===== src/rtl/spi_slave_apb4_burst_plug.sv =====
// rtl/spi_slave_apb4_burst_plug.sv - SPI slave to APB4 master bridge with wrapping bursts and read prefetch FIFO
module spi_slave_apb4_burst_plug #(
    parameter int APB_ADDR_WIDTH = 32,
    parameter int APB_DATA_WIDTH = 32,
    parameter int RD_FIFO_DEPTH  = 4,
    parameter int TIMEOUT_CYCLES = 256,
    localparam int BYTES         = APB_DATA_WIDTH / 8
) (
    input  logic                      pclk,
    input  logic                      presetn,
    output logic                      psel,
    output logic                      penable,
    output logic [APB_ADDR_WIDTH-1:0] paddr,
    output logic                      pwrite,
    output logic [APB_DATA_WIDTH-1:0] pwdata,
    output logic [BYTES-1:0]          pstrb,
    input  logic [APB_DATA_WIDTH-1:0] prdata,
    input  logic                      pready,
    input  logic                      pslverr,
    input  logic [APB_ADDR_WIDTH-1:0] rxtx_addr,
    input  logic                      rxtx_addr_valid,
    input  logic                      start_tx,
    input  logic                      cs,
    output logic [APB_DATA_WIDTH-1:0] tx_data,
    output logic                      tx_valid,
    input  logic                      tx_ready,
    input  logic [APB_DATA_WIDTH-1:0] rx_data,
    input  logic [BYTES-1:0]          rx_strb,
    input  logic                      rx_valid,
    output logic                      rx_ready,
    input  logic [15:0]               wrap_length,
    output logic [1:0]                err_status,
    input  logic                      err_clear
);

    localparam logic [1:0] IDLE   = 2'd0;
    localparam logic [1:0] SETUP  = 2'd1;
    localparam logic [1:0] ACCESS = 2'd2;

    localparam int PTR_W = $clog2(RD_FIFO_DEPTH);
    localparam int TO_W  = (TIMEOUT_CYCLES > 1) ? $clog2(TIMEOUT_CYCLES) : 1;

    logic [1:0]                state;
    logic [APB_ADDR_WIDTH-1:0] base;
    logic [APB_ADDR_WIDTH-1:0] curr_addr;
    logic [15:0]               beat_cnt;
    logic [15:0]               wrap_len;
    logic                      rd_active;
    logic [TO_W-1:0]           acc_cnt;

    logic [APB_DATA_WIDTH-1:0] mem [RD_FIFO_DEPTH];
    logic [PTR_W-1:0]          wptr;
    logic [PTR_W-1:0]          rptr;
    logic [PTR_W:0]            count;

    logic                      wr_start;
    logic                      rd_start;
    logic                      rd_room;
    logic                      done_ok;
    logic                      timeout_hit;
    logic                      complete;
    logic                      push;
    logic                      pop;
    logic [APB_DATA_WIDTH-1:0] push_data;
    logic [15:0]               wrap_eff;

    assign wrap_eff = (wrap_length == 16'd0) ? 16'd1 : wrap_length;

    assign psel     = (state != IDLE);
    assign penable  = (state == ACCESS);
    assign paddr    = curr_addr;
    assign rx_ready = (state == IDLE) && !rd_active && !cs;
    assign tx_valid = (count != '0);
    assign tx_data  = tx_valid ? mem[rptr] : '0;

    // Only one transfer is ever outstanding and reads launch from IDLE,
    // so occupancy alone is the occupancy-plus-in-flight figure here.
    assign rd_room  = (count < (PTR_W+1)'(RD_FIFO_DEPTH));
    assign wr_start = rx_valid && rx_ready;
    assign rd_start = (state == IDLE) && !cs && !wr_start && (rd_active || start_tx) && rd_room;

    assign done_ok     = (state == ACCESS) && pready;
    assign timeout_hit = (TIMEOUT_CYCLES != 0) && (state == ACCESS) && !pready &&
                         (acc_cnt == TO_W'(TIMEOUT_CYCLES - 1));
    assign complete    = done_ok || timeout_hit;

    assign push      = complete && !pwrite && rd_active && !cs;
    assign pop       = tx_valid && tx_ready && !cs;
    assign push_data = timeout_hit ? '0 : prdata;

    always_ff @(posedge pclk or negedge presetn) begin
        if (!presetn) begin
            state     <= IDLE;
            base      <= '0;
            curr_addr <= '0;
            beat_cnt  <= '0;
            wrap_len  <= 16'd1;
            rd_active <= 1'b0;
            acc_cnt   <= '0;
            pwrite    <= 1'b0;
            pwdata    <= '0;
            pstrb     <= '0;
        end else begin
            case (state)
                IDLE: begin
                    if (rxtx_addr_valid) begin
                        base      <= rxtx_addr;
                        curr_addr <= rxtx_addr;
                        beat_cnt  <= '0;
                        wrap_len  <= wrap_eff;
                    end
                    if (start_tx && !cs && !wr_start && !rd_active) begin
                        rd_active <= 1'b1;
                        wrap_len  <= wrap_eff;
                    end
                    if (wr_start) begin
                        pwdata <= rx_data;
                        pstrb  <= rx_strb;
                        pwrite <= 1'b1;
                        state  <= SETUP;
                    end else if (rd_start) begin
                        pstrb  <= '0;
                        pwrite <= 1'b0;
                        state  <= SETUP;
                    end
                end
                SETUP: begin
                    acc_cnt <= '0;
                    state   <= ACCESS;
                end
                ACCESS: begin
                    if (complete) begin
                        state <= IDLE;
                        if (beat_cnt >= wrap_len - 16'd1) begin
                            beat_cnt  <= '0;
                            curr_addr <= base;
                        end else begin
                            beat_cnt  <= beat_cnt + 16'd1;
                            curr_addr <= curr_addr + APB_ADDR_WIDTH'(BYTES);
                        end
                    end else begin
                        acc_cnt <= acc_cnt + TO_W'(1);
                    end
                end
                default: state <= IDLE;
            endcase
            if (cs) begin
                rd_active <= 1'b0;
            end
        end
    end

    // A set in the same cycle as err_clear takes priority.
    always_ff @(posedge pclk or negedge presetn) begin
        if (!presetn) begin
            err_status <= 2'b00;
        end else begin
            err_status <= (err_status & ~{2{err_clear}}) | {timeout_hit, done_ok && pslverr};
        end
    end

    always_ff @(posedge pclk) begin
        if (push) begin
            mem[wptr] <= push_data;
        end
    end

    always_ff @(posedge pclk or negedge presetn) begin
        if (!presetn) begin
            wptr  <= '0;
            rptr  <= '0;
            count <= '0;
        end else if (cs) begin
            wptr  <= '0;
            rptr  <= '0;
            count <= '0;
        end else begin
            if (push) begin
                wptr <= wptr + PTR_W'(1);
            end
            if (pop) begin
                rptr <= rptr + PTR_W'(1);
            end
            case ({push, pop})
                2'b10:   count <= count + (PTR_W+1)'(1);
                2'b01:   count <= count - (PTR_W+1)'(1);
                default: count <= count;
            endcase
        end
    end

endmodule


===== config.mk =====
export PLATFORM = sky130hd
export DESIGN_NAME = spi_slave_apb4_burst_plug
export DESIGN_NICKNAME = d
export VERILOG_FILES = /design/src/rtl/spi_slave_apb4_burst_plug.sv
export SDC_FILE = /design/constraint.sdc
export NUM_CORES = 1
export LEC_CHECK = 0
export CAP_MARGIN = 20
export CORE_ASPECT_RATIO = 1.2
export CORE_MARGIN = 1.5
export CORE_UTILIZATION = 44
export DETAILED_ROUTE_END_ITERATION = 8
export PLACE_DENSITY = 0.69
export SYNTH_ARGS = -nofsm -noshare
export SYNTH_HDL_FRONTEND = slang
export SYNTH_SLANG_ARGS = --single-unit

===== constraint.sdc =====
create_clock -name pclk -period 3.65 [get_ports pclk]
set_clock_uncertainty 0.2 [all_clocks]
set_input_delay 0.73 -clock pclk [delete_from_list [all_inputs] [get_ports pclk]]
set_output_delay 0.73 -clock pclk [all_outputs]
set_load 0.01 [all_outputs]

Word level (Yosys, flattened, before mapping) --
Memories as Yosys holds them, arrays and structs flattened. Index checks and enable logic that the tools add are counted.
Cells by class: add/subtract/negate cells 8, order comparisons 2, equal/unequal tests 9, multiplexer cells 34, bitwise gates (word level) 3, reduce and logical (&&, ||, !) cells 47
Operators by type and width (count):
- 2-to-1 mux 32 bit | 5
- 2-to-1 mux 16 bit | 6
- one-hot mux 32 bit (2 select lines) | 1
- adder 32 x 3 -> 32 bit, second input constant | 1
- one-hot mux 16 bit (2 select lines) | 1
- logical AND 1 bit | 19
- nonzero test 2 bit | 9
- adder 16 x 1 -> 16 bit, second input constant | 1
- >= comparator 16 bit | 1
- logical NOT 16 bit | 1
- one-hot mux 8 bit (2 select lines) | 1
- subtractor 16 x 1 -> 16 bit, second input constant | 1
- 2-to-1 mux 2 bit | 7
- AND reduction 2 bit | 7
- adder 8 x 1 -> 8 bit, second input constant | 1
- equality test 8 bit, second input constant | 1
- 2-to-1 mux 4 bit | 2
- 2-to-1 mux 8 bit | 1
- 2-to-1 mux 1 bit | 7
- one-hot mux 2 bit (3 select lines) | 1
- one-hot mux 3 bit (2 select lines) | 1
- nonzero test 3 bit | 2
- logical NOT 1 bit | 5
- adder 2 x 1 -> 2 bit, second input constant | 2
- 15 further kinds | 19
Word-level totals: flip-flop bits (word level) 153, RAM bits 128, bits of input ports 126, output and inout port bits 107, logic and storage cells 118, memories kept 1
Memory list:
- mem | depth 4, bits a word 32, read ports 1, clocked after memory_dff 0, wr ports 1, line 51 | logic [APB_DATA_WIDTH-1:0] mem [RD_FIFO_DEPTH];

Depth between registers and ports, before layout --
depth after elaboration 11, depth in mapped cells 14, depth with buffers taken out 12

Worst setup path after synthesis --
Ideal clock, no wire load.
path kind reg-to-reg, from register wrap_len[7], to register curr_addr[9], in the netlist paddr[9], setup time 0.136 ns, arrival 2.954 ns, data required time 3.314 ns, slack 0.361 ns, stages on the path, launching flop included 14, buffers on the path 1, period minus slack after synthesis 3.289 ns, path through dfrtp_1 -> or3_1 -> nor3_1 -> nand3_1 -> nor4_1 -> xnor2_1 -> ha_1 -> nand4_1 -> nor4_1 -> o21ai_1 -> and3_1 -> buf_6 -> a2111oi_0 -> nor3_1
Between the ends: word-level cells in the longest chain between the ends 5
Ends and longest elaborated chain:
- start, declared | line 47 | logic [15:0] wrap_len;
- start signal, assigned | line 110 | wrap_len <= wrap_eff;
- start signal, assigned | line 114 | wrap_len <= wrap_eff;
- subtractor 16 x 1 -> 16 bit | line 134 | if (beat_cnt >= wrap_len - 16'd1) begin
- >= comparator 16 bit | line 134
- 2-to-1 mux 32 bit | line 134
- 2-to-1 mux 32 bit | line 132 | if (complete) begin
- one-hot mux 32 bit (2 select lines) | line 104 | case (state)
- end signal, assigned | line 108 | curr_addr <= rxtx_addr;
- end signal, assigned | line 136 | curr_addr <= base;
- end signal, assigned | line 139 | curr_addr <= curr_addr + APB_ADDR_WIDTH'(BYTES);
- end, declared | line 45 | logic [APB_ADDR_WIDTH-1:0] curr_addr;
No other way between the ends. The select of a mux whose other input is x is not followed. A chain may end at the register's enable or synchronous reset.

Worst setup path in the final report --
Ends and elaborated chain as after synthesis.

==> results_dict.tcl <==
set metrics [dict create \
    synthTopCellsByArea "edfxtp_1 29%, dfrtp_1 29%, nand2_1 7.2%, mux4_2 5.5%, ha_1 2.3%" \
    grtUsageTotal 0.206 \
    yosysWarnings 0 \
    ys_seq_area_frac 0.588 \
    cts_tree "done" \
    clock_latency_ps 540 \
    start_kind "flip-flop" \
    synth_top_cell_by_area "edfxtp_1" \
    final-hold-violation-count 0 \
    synth_edf_count 128 \
    finalNetCount 1502 \
    seq_area_um2 7680 \
    leakagePower_nw 6.86 \
    drv_slew 0 \
    place_ws_ps -187 \
    max_slew_margin 0.649 \
    synth_most_common_cell "nand2_1" \
    core_area_um2 28900 \
    netlist_top_cells_count "250 x nand2_1, 152 x dfrtp_1, 128 x edfxtp_1" \
    antenna_found_initial 0 \
    seq_power_share 0.398 \
    ant_nets 0 \
    grt_pass1_wl_um 51000 \
    antennaDiodeCount 0 \
    vias_per_cell 5.33 \
    htreeDepth 1 \
    cts_buffer_depth 3 \
    synth.distinct_cells 67 \
    globalplace.congestion 0.840 \
    drive_above_1_share 0.105 \
    crit_path_cell_trace "or3_1 -> nor3_2 -> nand3_1 -> nor3_2 -> xnor2_1 -> ha_1 -> nand4_1 -> nor4_2 -> o21ai_1 -> and3_4 -> buf_12 -> a2111oi_1 -> nor3_1" \
    status "complete, no violations" \
    synthFlopType "dfrtp_1" \
    ys_ff_latch 281 \
    grt_max_degree 56 \
    cts.sinks 281 \
    swShare 0.339 \
    critPathRequiredTime_ps 3870 \
    nFillCells 2381 \
    chipWidth_um 160 \
    wl_um 31100 \
    cpPeakStageDelay_ps 420 \
    rows 68 \
    avgSynthCellArea_um2 11.8 \
    finalCritPeriodShare 0.952 \
    drt_iter0_drc 444 \
    hold_class "reg -> reg" \
    hpwl_um 21100 \
    p_int_w 0.00784 \
    synth.top_cell.area_share 0.295 \
    die_h_um 192 \
    async_flop_share 0.544 \
    dieArea_um2 30700 \
    max_freq_ghz 0.288 \
    setup_slack_ps 175 \
    comb_power_share 0.372 \
    syn_area_um2 13000 \
    p_switching_w 0.00402 \
    io_buffers 232 \
    wl_per_cell_um 17.7 \
    grt_pass1_vias 9759 \
    ios 233 \
    drv_cap 0 \
    cts_root_buf "clkbuf_16" \
    cpMostUsedCell "nor3_2" \
    firstDrtPassIters 4 \
    power_per_cell_area_nw_per_um2 699 \
    drc 0 \
    clkPwrFrac 0.230 \
    numCtsBuffers 29 \
    synth_fp_nets 1252 \
    grt-ovfl-total 0 \
    num_vias 9376 \
    syn2layout_area_growth_pct 30.1 \
    clk_pin_slew_ps 60 \
    start_util 0.451 \
    min_period_ps 3470 \
    ir_drop_mv 0.423 \
    multi_input_area_um2 5140 \
    worstPathMaxFanout 19 \
    crit_path_end_kind "flip-flop" \
    syn_inst 1101 \
    crit_type "reg -> reg" \
    slowest_stage "or3_1" \
    worst_pin_slew_ps 522 \
    finish.utilization 0.587 \
    setup_viol 0 \
    cp.arrival_ps 3700 \
]
layout make-up:
| cell class | instances | share of cell area |
|---|---|---|
| Multi-Input combinational cell | 750 | 0.303 |
| Tap cell | 385 | 0.0284 |
| Timing Repair Buffer | 269 | 0.161 |
| Clock inverter | 18 | 0.00671 |
| Inverter | 20 | 0.00442 |
| Clock buffer | 36 | 0.0443 |
| Sequential cell | 281 | 0.453 |
metal layers:
layer | track usage | part of all wire | vias to the layer above | wire length, um
met3 | 0.0523 | 0.081 | 47 | 2510
met1 | 0.264 | 0.42 | 4563 | 13100
met2 | 0.352 | 0.48 | 322 | 14900
met4 | 0.0528 | 0.021 | 0 | 650
met5 | 0 | 0 | - | 0
li1 | - | - | 4444 | -
path summary, 6_finish.rpt:
check	from	endpoint	slack, ps	cells past startpoint
min in group asynchronous	presetn	paddr[14]$_DFFE_PN0P_	490	2
min reg2reg	base[30]$_DFFE_PN0P_	base[30]$_DFFE_PN0P_	270	2
min	base[30]$_DFFE_PN0P_	base[30]$_DFFE_PN0P_	270	2
max	wrap_len[7]$_DFFE_PN0P_	paddr[9]$_DFFE_PN0P_	180	13
max in group asynchronous	presetn	paddr[27]$_DFFE_PN0P_	2010	3
max reg2reg	wrap_len[7]$_DFFE_PN0P_	paddr[9]$_DFFE_PN0P_	180	13
cells in the final DEF (no fill, tap or decap), drive strengths merged, types with 6 or more instances in the layout:
cell type        n
xnor2           30
mux2i           23
nor2b           35
edfxtp         128
ha              24
a21oi           21
nand4           16
or3              6
clkinv          13
nor4            17
nand3           24
inv             21
and2            42
o221ai           8
nor2            47
nor3            19
o21ai           21
mux2            16
nand2          250
xor2            29
and4             8
buf             37
mux4            32
o211ai          21
clkbuf          36
and3            11
clkdlybuf4s50  231
o22ai            7
dfrtp          152
power groups by stage:
| stage | Clock [W] | Sequential, W | Combinational [W] |
|---|---|---|---|
| 4_1_cts | 0.00280 | 0.00471 | 0.00443 |
| 3_3_place_gp | 0 | 0.00472 | 0.00431 |
| 3_5_place_dp | 0 | 0.00473 | 0.00440 |
| 6_report | 0.00273 | 0.00472 | 0.00441 |
| 2_1_floorplan | 0 | 0.00470 | 0.00229 |
| 5_1_grt | 0.00292 | 0.00482 | 0.00486 |
state kept, by name, summed over array words and instances (netlist names), 4 cells and up:
signal and flops:
paddr 32, wrap_len 16, acc_cnt 8, pstrb 4, beat_cnt 16, pwdata 32, base 32, mem 128
worst max-delay path, delay by kind of cell, from the launching register on:
family | cells | cell delay (ps)
XOR/XNOR | 1 | 90
adder cells (fa/ha/maj) | 1 | 290
flip-flops | 1 | 380
buffers and inverters | 1 | 170
AND/OR/NAND/NOR | 8 | 1720
AO/OA/AOI/OAI | 2 | 500
what timing repair did:
action / CTS / global route
buffers inserted: 0 / 1
pin swaps: 0 / 2
gates resized for setup: 3 / 9
hold buffers: 1 / 0
hold endpoints to repair: 48 / 0
setup endpoints to repair: 17 / 48
kinds of logic (layout without fill, tap and decap cells):
family | Yosys count | after routing | synth area share
flip-flops | 281 | 281 | 0.588
AND/OR/NAND/NOR | 487 | 487 | 0.179
XOR/XNOR | 59 | 59 | 0.0402
buffers and inverters | 70 | 343 | 0.0225
AO/OA/AOI/OAI | 108 | 108 | 0.0584
adder cells (fa/ha/maj) | 25 | 25 | 0.0246
multiplexers | 71 | 71 | 0.0867
stage by stage:
stage	setup TNS (ps)	std cells	total power [W]	hold WS (ps)	area (um^2)
global placement	-141	1703	0.00904	254	16000
finish	0	1759	0.0119	271	17000
floorplan	0	1101	0.00700	234	13000
detailed placement	-1580	1703	0.00913	259	16000
global route	-85.5	1759	0.0126	296	17000
CTS	0	1758	0.0119	274	16900
(Power assumes the default switching activity.)
